**src/rtl/mwadd_pkg.sv**
```systemverilog
// Shared types and helpers for the multi-word sequential adder.
package mwadd_pkg;

    typedef enum logic [1:0] {
        IDLE = 2'd0,
        RUN  = 2'd1,
        DONE = 2'd2
    } mwadd_state_t;

    // Chunk counter width; never narrower than one bit.
    function automatic int cnt_width(input int words);
        return (words > 2) ? $clog2(words) : 1;
    endfunction

endpackage

```
**src/rtl/adder.sv**
```systemverilog
// N-bit ripple-carry adder used as the per-chunk arithmetic stage.
module adder #(
    parameter int N = 4
) (
    input  logic [N-1:0] a,
    input  logic [N-1:0] b,
    input  logic         cin,
    output logic [N-1:0] sum,
    output logic         cout
);

    logic [N:0] c;

    always_comb begin
        c    = '0;
        sum  = '0;
        c[0] = cin;
        for (int i = 0; i < N; i++) begin
            sum[i]  = a[i] ^ b[i] ^ c[i];
            c[i+1]  = (a[i] & b[i]) | (c[i] & (a[i] ^ b[i]));
        end
        cout = c[N];
    end

endmodule

```
**src/rtl/mwadd_seq.sv**
```systemverilog
// Multi-word sequential adder: streams WORDS chunks of N bits through one ripple adder.
// Optional signed-overflow output out_ovf is enabled by defining MWADD_OVF_EN.
module mwadd_seq
    import mwadd_pkg::*;
#(
    parameter int N     = 4,
    parameter int WORDS = 4
) (
    input  logic               clk,
    input  logic               rst_n,
    input  logic               in_valid,
    output logic               in_ready,
    input  logic [N*WORDS-1:0] in_a,
    input  logic [N*WORDS-1:0] in_b,
    input  logic               in_cin,
    output logic               out_valid,
    input  logic               out_ready,
    output logic [N*WORDS-1:0] out_sum,
    output logic               out_cout,
`ifdef MWADD_OVF_EN
    output logic               out_ovf,
`endif
    output logic               busy
);

    localparam int W  = N * WORDS;
    localparam int CW = cnt_width(WORDS);
    localparam logic [CW-1:0] LAST = CW'(WORDS - 1);

    mwadd_state_t state_q, state_d;
    logic [CW-1:0] cnt_q, cnt_d;
    logic [W-1:0]  a_q, a_d, b_q, b_d, sum_q, sum_d;
    logic          carry_q, carry_d;
    logic          rdy_q, rdy_d;
    logic          accept;

    logic [N-1:0]  add_a, add_b, add_sum;
    logic          add_cout;

    assign accept = (state_q == IDLE) && in_valid && rdy_q;

    assign add_a = a_q[int'(cnt_q)*N +: N];
    assign add_b = b_q[int'(cnt_q)*N +: N];

    adder #(.N(N)) u_adder (
        .a    (add_a),
        .b    (add_b),
        .cin  (carry_q),
        .sum  (add_sum),
        .cout (add_cout)
    );

    // State register
    always_ff @(posedge clk or negedge rst_n) begin
        if (!rst_n) state_q <= IDLE;
        else        state_q <= state_d;
    end

    // Next-state logic
    always_comb begin
        state_d = state_q;
        case (state_q)
            IDLE:    if (accept) state_d = RUN;
            RUN:     if (cnt_q == LAST) state_d = DONE;
            DONE:    if (out_ready) state_d = IDLE;
            default: state_d = IDLE;
        endcase
    end

    // State-decoded outputs
    always_comb begin
        out_valid = (state_q == DONE);
        busy      = (state_q != IDLE);
    end

    // in_ready is registered so it stays low throughout reset and rises one edge later.
    assign in_ready = rdy_q;
    assign out_sum  = sum_q;
    assign out_cout = carry_q;

`ifdef MWADD_OVF_EN
    logic ovf_q, ovf_d;
    assign out_ovf = ovf_q;
`endif

    always_comb begin
        a_d     = a_q;
        b_d     = b_q;
        sum_d   = sum_q;
        carry_d = carry_q;
        cnt_d   = cnt_q;
        rdy_d   = (state_d == IDLE);
`ifdef MWADD_OVF_EN
        ovf_d   = ovf_q;
`endif
        if (accept) begin
            a_d     = in_a;
            b_d     = in_b;
            carry_d = in_cin;
            cnt_d   = '0;
        end else if (state_q == RUN) begin
            sum_d[int'(cnt_q)*N +: N] = add_sum;
            carry_d                   = add_cout;
            if (cnt_q != LAST) cnt_d = cnt_q + 1'b1;
`ifdef MWADD_OVF_EN
            // Carry into the MSB is recovered as a^b^sum at that bit.
            if (cnt_q == LAST)
                ovf_d = (add_a[N-1] ^ add_b[N-1] ^ add_sum[N-1]) ^ add_cout;
`endif
        end
    end

    always_ff @(posedge clk or negedge rst_n) begin
        if (!rst_n) begin
            a_q     <= '0;
            b_q     <= '0;
            sum_q   <= '0;
            carry_q <= 1'b0;
            cnt_q   <= '0;
            rdy_q   <= 1'b0;
`ifdef MWADD_OVF_EN
            ovf_q   <= 1'b0;
`endif
        end else begin
            a_q     <= a_d;
            b_q     <= b_d;
            sum_q   <= sum_d;
            carry_q <= carry_d;
            cnt_q   <= cnt_d;
            rdy_q   <= rdy_d;
`ifdef MWADD_OVF_EN
            ovf_q   <= ovf_d;
`endif
        end
    end

endmodule

```
**config.mk**
```make
export PLATFORM = sky130hd
export DESIGN_NAME = mwadd_seq
export DESIGN_NICKNAME = d
export VERILOG_FILES = /design/src/rtl/mwadd_pkg.sv /design/src/rtl/adder.sv /design/src/rtl/mwadd_seq.sv
export SDC_FILE = /design/constraint.sdc
export NUM_CORES = 1
export LEC_CHECK = 0
export CORE_MARGIN = 3
export CORE_UTILIZATION = 47
export CTS_BUF_LIST = sky130_fd_sc_hd__clkbuf_2
export DETAILED_ROUTE_END_ITERATION = 16
export PLACE_DENSITY = 0.81
export SETUP_SLACK_MARGIN = 0.4
export SYNTH_ARGS = -nofsm -noshare
export SYNTH_HDL_FRONTEND = slang
export SYNTH_SLANG_ARGS = --single-unit
export TNS_END_PERCENT = 20
```
**constraint.sdc**
```tcl
create_clock -name clk -period 2.75 [get_ports clk]
set_input_delay 0.55 -clock clk [delete_from_list [all_inputs] [get_ports clk]]
set_output_delay 0.55 -clock clk [all_outputs]
set_load 0.02 [all_outputs]
```
Word level (Yosys, flattened, before mapping)
Index checks and enable logic that the tools add are counted.
{ "word_totals": {"register_bits": 54, "output_inout_bits": 20} }
{ "classes": {"add_sub_neg": 2, "eq_ne": 4, "n_shift": 4, "n_mux": 10, "bitwise_logic": 21, "n_reduce_logical": 9} }
{ "ops": {"columns": ["cell", "n"], "rows": [
  ["4-bit negator with 33-bit output", 1],
  ["4-bit by 33-bit variable shift with 16-bit output (first input constant)", 1],
  ["4-bit by 33-bit variable part select with 16-bit output", 1],
  ["16-bit by 5-bit variable part select with 4-bit output", 2],
  ["16-bit bitwise mux", 1],
  ["2-bit 2-to-1 mux", 6],
  ["1-bit bitwise AND", 8],
  ["1-bit XOR", 8],
  ["2-bit case mux with 3 select lines", 1],
  ["2-bit nonzero test", 3],
  ["2-bit == test (second input constant)", 2],
  ["2-bit logical NOT", 2],
  ["1-bit bitwise OR", 4],
  ["2-bit AND reduction", 2],
  ["2-bit by 1-bit adder with 2-bit output (second input constant)", 1],
  ["2-bit by 1-bit == test with 1-bit output (second input constant)", 1],
  ["1-bit logical AND", 2],
  ["1-bit 2-to-1 mux", 2],
  ["2-bit inequality test (second input constant)", 1],
  ["1-bit NOT", 1]
]} }

Logic depth before layout (Yosys ltp)
{ "logic_depth": {"ltp_word": 12, "mapped_depth": 10, "mapped_depth_nobuf": 9} }

Hierarchy
From an unflattened synthesis, not the netlist that was laid out.
{ "hier_totals": {"hier_cells": 178, "area_unflattened_um2": 2527.4} }
{ "modules_own_cells": {"columns": ["module", "instances", "cells_per_inst", "area_each_um2", "seq_area_each_um2"], "rows": [
  ["mwadd_seq", 1, 164, 2409.8, 1351.3],
  ["adder", 1, 14, 117.6, 0.0]
]} }

Worst setup path after synthesis
OpenSTA, ideal clock, no wires.
{ "synth_path": {"path_type": "reg-to-reg", "start": "register cnt_q[0]", "end": "register sum_q[15], in the netlist out_sum[15]", "setup_time_ns": 0.121, "t_arrival_ns": 2.754, "path_slack_ns": -0.125, "path_stages_with_launch": 10, "n_path_buf": 1, "synth_period_minus_slack_ns": 2.875, "cell_sequence": "dfrtp_1 > buf_2 > mux4_2 > inv_1 > fa_1 > fa_1 > inv_1 > fa_1 > fa_1 > a22o_1"} }
{ "synth_between": {"elab_chain_len": 11} }
{ "synth_lines": {"columns": ["element", "line_no", "rtl"], "rows": [
  ["start, declared", "mwadd_seq.sv:31", "logic [CW-1:0] cnt_q, cnt_d;"],
  ["start signal, assigned", "mwadd_seq.sv:129", "cnt_q <= cnt_d;"],
  ["16-bit by 5-bit variable part select with 4-bit output (on tied branches)", "mwadd_seq.sv:42, mwadd_seq.sv:43", null],
  ["1-bit XOR", "adder.sv:19, adder.sv:20", null],
  ["1-bit bitwise AND", "adder.sv:20", "c[i+1] = (a[i] & b[i]) | (c[i] & (a[i] ^ b[i]));"],
  ["1-bit bitwise OR", "adder.sv:20", null],
  ["1-bit bitwise AND", "adder.sv:20", null],
  ["1-bit bitwise OR", "adder.sv:20", null],
  ["1-bit bitwise AND", "adder.sv:20", null],
  ["1-bit bitwise OR", "adder.sv:20", null],
  ["1-bit XOR", "adder.sv:19", "sum[i] = a[i] ^ b[i] ^ c[i];"],
  ["4-bit by 33-bit variable part select with 16-bit output", "mwadd_seq.sv:102", "sum_d[int'(cnt_q)*N +: N] = add_sum;"],
  ["16-bit bitwise mux *", "mwadd_seq.sv:102", null],
  ["end signal, assigned", "mwadd_seq.sv:127", "sum_q <= sum_d;"],
  ["end, declared", "mwadd_seq.sv:32", "logic [W-1:0] a_q, a_d, b_q, b_d, sum_q, sum_d;"]
]} }
Mark *: on every way between the ends. The rest lies on a longest branch, timed or not.
A chain may end at the register's enable or synchronous reset.

Final worst setup path
{ "layout_path": {"start": "register cnt_q[0]", "end": "register sum_q[11], in the netlist out_sum[11]"} }
Same word-level chain as after synthesis.

==> flow_summary.toml <==
[status]
status = "completed"

[timing]
relSlewSlack_pct = 61.65
slew_viol_final = 0
final.period_utilization_pct = 94.43
setup_violations = 0
worst_slack_ns = 0.1532
finalSetupTns_ns = 0
worst_pin_slew_ns = 0.5752
hold_slack_ns = 0.06563
post-route-min-period_ns = 2.597
max_clock_freq_ghz = 0.3851
rsz0062_at_grt = "true"
hold_viol = 0
skew_ns = 0.01619

[placed_design]
placed_cell_area_um2 = 3123
io_buffers = 56
routabilityCongestion = 0.7819
dp_cells = 292
place_ws_ns = 0.1074
place_hpwl_mm = 3.634

[layout]
finish.utilization_pct = 64.76
area_growth_pct = 28.71
drive_gt1_share_pct = 27.35
ff_latch_area_um2 = 1353
layout.cells.non_filler = 301
final_cell_mix = "55 x clkdlybuf4s50_1, 53 x dfrtp_1, 32 x mux2_2"
final_common_cell = "clkdlybuf4s50_1"
antenna_cells = 0
multiInputGateArea_um2 = 1056
stdcell_area_um2 = 3181
fillers = 386
layout.nets = 280

[synthesis]
synthesis.nets = 217
ys.flop_type = "dfrtp_1"
yosysSeqAreaShare_pct = 54.68
synth_edf_count = 0
syn_area_um2 = 2471
synth-async-reset-ratio_pct = 100.0
syn_inst = 170
syn_avg_cell_area_um2 = 14.54
yosys_warnings = 0
ys_types = 28
ys_seq_elements = 54

[routing]
vias = 1595
wire_per_inst_um = 15.28
ant_nets = 0
drc_errors = 0
routed_wl_mm = 4.600
drt-initial-drc-count = 60
vias_per_cell = 5.299
firstDrtPassIters = 4

[worst_hold_path]
hp-class = "input port to asynchronous set/reset pin"

[floorplan]
num_rows = 25
die_w_um = 78.51
dieArea_um2 = 6164
coreArea_um2 = 4911
initial_core_util_pct = 50.32
die_h_um = 78.51
io_pins = 57

[power]
cellPowerDensity_nw_per_um2 = 1171
finalPower_mw = 3.725
leakage_nw = 1.337
max-vdd-ir-drop_uv = 614.2

[clock_network]
tritoncts = "done"
clockBufferDepth = 2
cts_buffers = 5
cts_sinks = 54
root_buffer = "clkbuf_2"
clk_latency_ns = 0.43
htreeDepth = 2
clkTransAtPathRegs_ns = 0.25

[setup_path]
cpMaxStageDelayCell = "fa_2"
crit_cells = 8
required_ns = 3.13
cp_top_family = "adder cells"
timing.critical_path.buf_inv = 2
crit_arrival_ns = 2.98
cpPeakStageDelay_ns = 0.58
start_kind = "flip-flop"
critPathKind = "flip-flop to flip-flop"
crit_chain = "mux4_2 > inv_2 > fa_2 > fa_2 > inv_2 > fa_2 > fa_2 > a22o_1"
worst-path-max-fanout = 4
path_common_cell = "fa_2"
reg2reg_depth = 8
end_kind = "flip-flop"

[global_route]
grt_first_pass_wirelength_mm = 7.921
grt_usage_pct = 16.50
grt_pass1_vias = 1645
grt_overflow = 0
grt_max_degree = 39
grt_antenna_before_repair = 0

[job]
max-cap-violations = 0
## registers in the layout (all words and copies together) (netlist names)
signal and flops:
in_ready 1, state_q 2, cnt_q 2, b_q 16
a_q 16, out_cout 1, out_sum 16
## cell usage after synthesis, types with 2 or more instances
cell type  count  share of area [%]
or2_2          2               0.51
mux2_2        32                 15
mux4_2         8                7.3
mux2i_1        2               0.81
fa_1           4                3.2
buf_6          2               0.91
or4b_1         3                1.2
nor2b_1        2               0.51
inv_1          8                1.2
nor4b_1        3                1.1
o21ai_0        9                1.8
buf_2          2               0.41
a22o_1         8                2.8
nand2_1        9                1.4
dfrtp_1       54                 55
nor2_1         2               0.30
ha_1           6                3.0
nand3b_1       4                1.2
## what timing repair did
action,4_1_cts,5_1_grt
hold buffers,0,0
endpoints found under the setup margin,10,11
buffers inserted,0,1
pin swaps,7,0
gates resized for setup,6,0
## layer usage
layer	track usage [%]	part of all wire, %	vias up
li1	-	-	741
met1	21.43	43	793
met2	27.16	51	55
met3	4.472	5.3	6
met4	4.720	1.1	0
met5	0	0	-
## cell type report
type,count,share of cell area [%]
Clock buffer,5,0.7868
Clock inverter,3,0.5114
Inverter,8,0.9441
Multi-Input combinational cell,102,33.20
Sequential cell,54,42.53
Tap cell,67,2.636
Timing Repair Buffer,62,19.39
## worst reg2reg max path: stages (launching register included)
cell and delay, ns:
dfrtp_2 0.47, mux4_2 0.51, inv_2 0.07, fa_2 0.20, fa_2 0.19, inv_2 0.04, fa_2 0.35, fa_2 0.58
a22o_1 0.14
## worst paths after layout
kind	from	end	slack (ns)
setup reg to reg	cnt_q[0]	out_sum[11]	0.15
hold / removal	rst_n	a_q[1]	0.07
setup / recovery	cnt_q[0]	out_sum[11]	0.15
min in group clk	out_sum[13]	out_sum[13]	0.51
max in group asynchronous	rst_n	out_sum[1]	2.14
hold reg to reg	out_sum[13]	out_sum[13]	0.51
## power breakdown
part / internal [mW] / leakage (nW) / switching, mW
Clock: 0.0590 / 0.0280 / 0.232
Sequential: 1.15 / 0.671 / 0.240
Combinational: 1.11 / 0.638 / 0.933
Total: 2.32 / 1.34 / 1.41
## cell families after synthesis
kind of cell	count (synthesis)	synth area share, %
flip-flops	54	54.68
multiplexers	42	22.68
AND/OR/NAND/NOR	31	8.051
AO/OA/AOI/OAI	18	4.962
buffers and inverters	14	2.987
adder cells (fa/ha/maj)	10	6.279
XOR/XNOR	1	0.3545
Power figures use the tool's default switching activity.
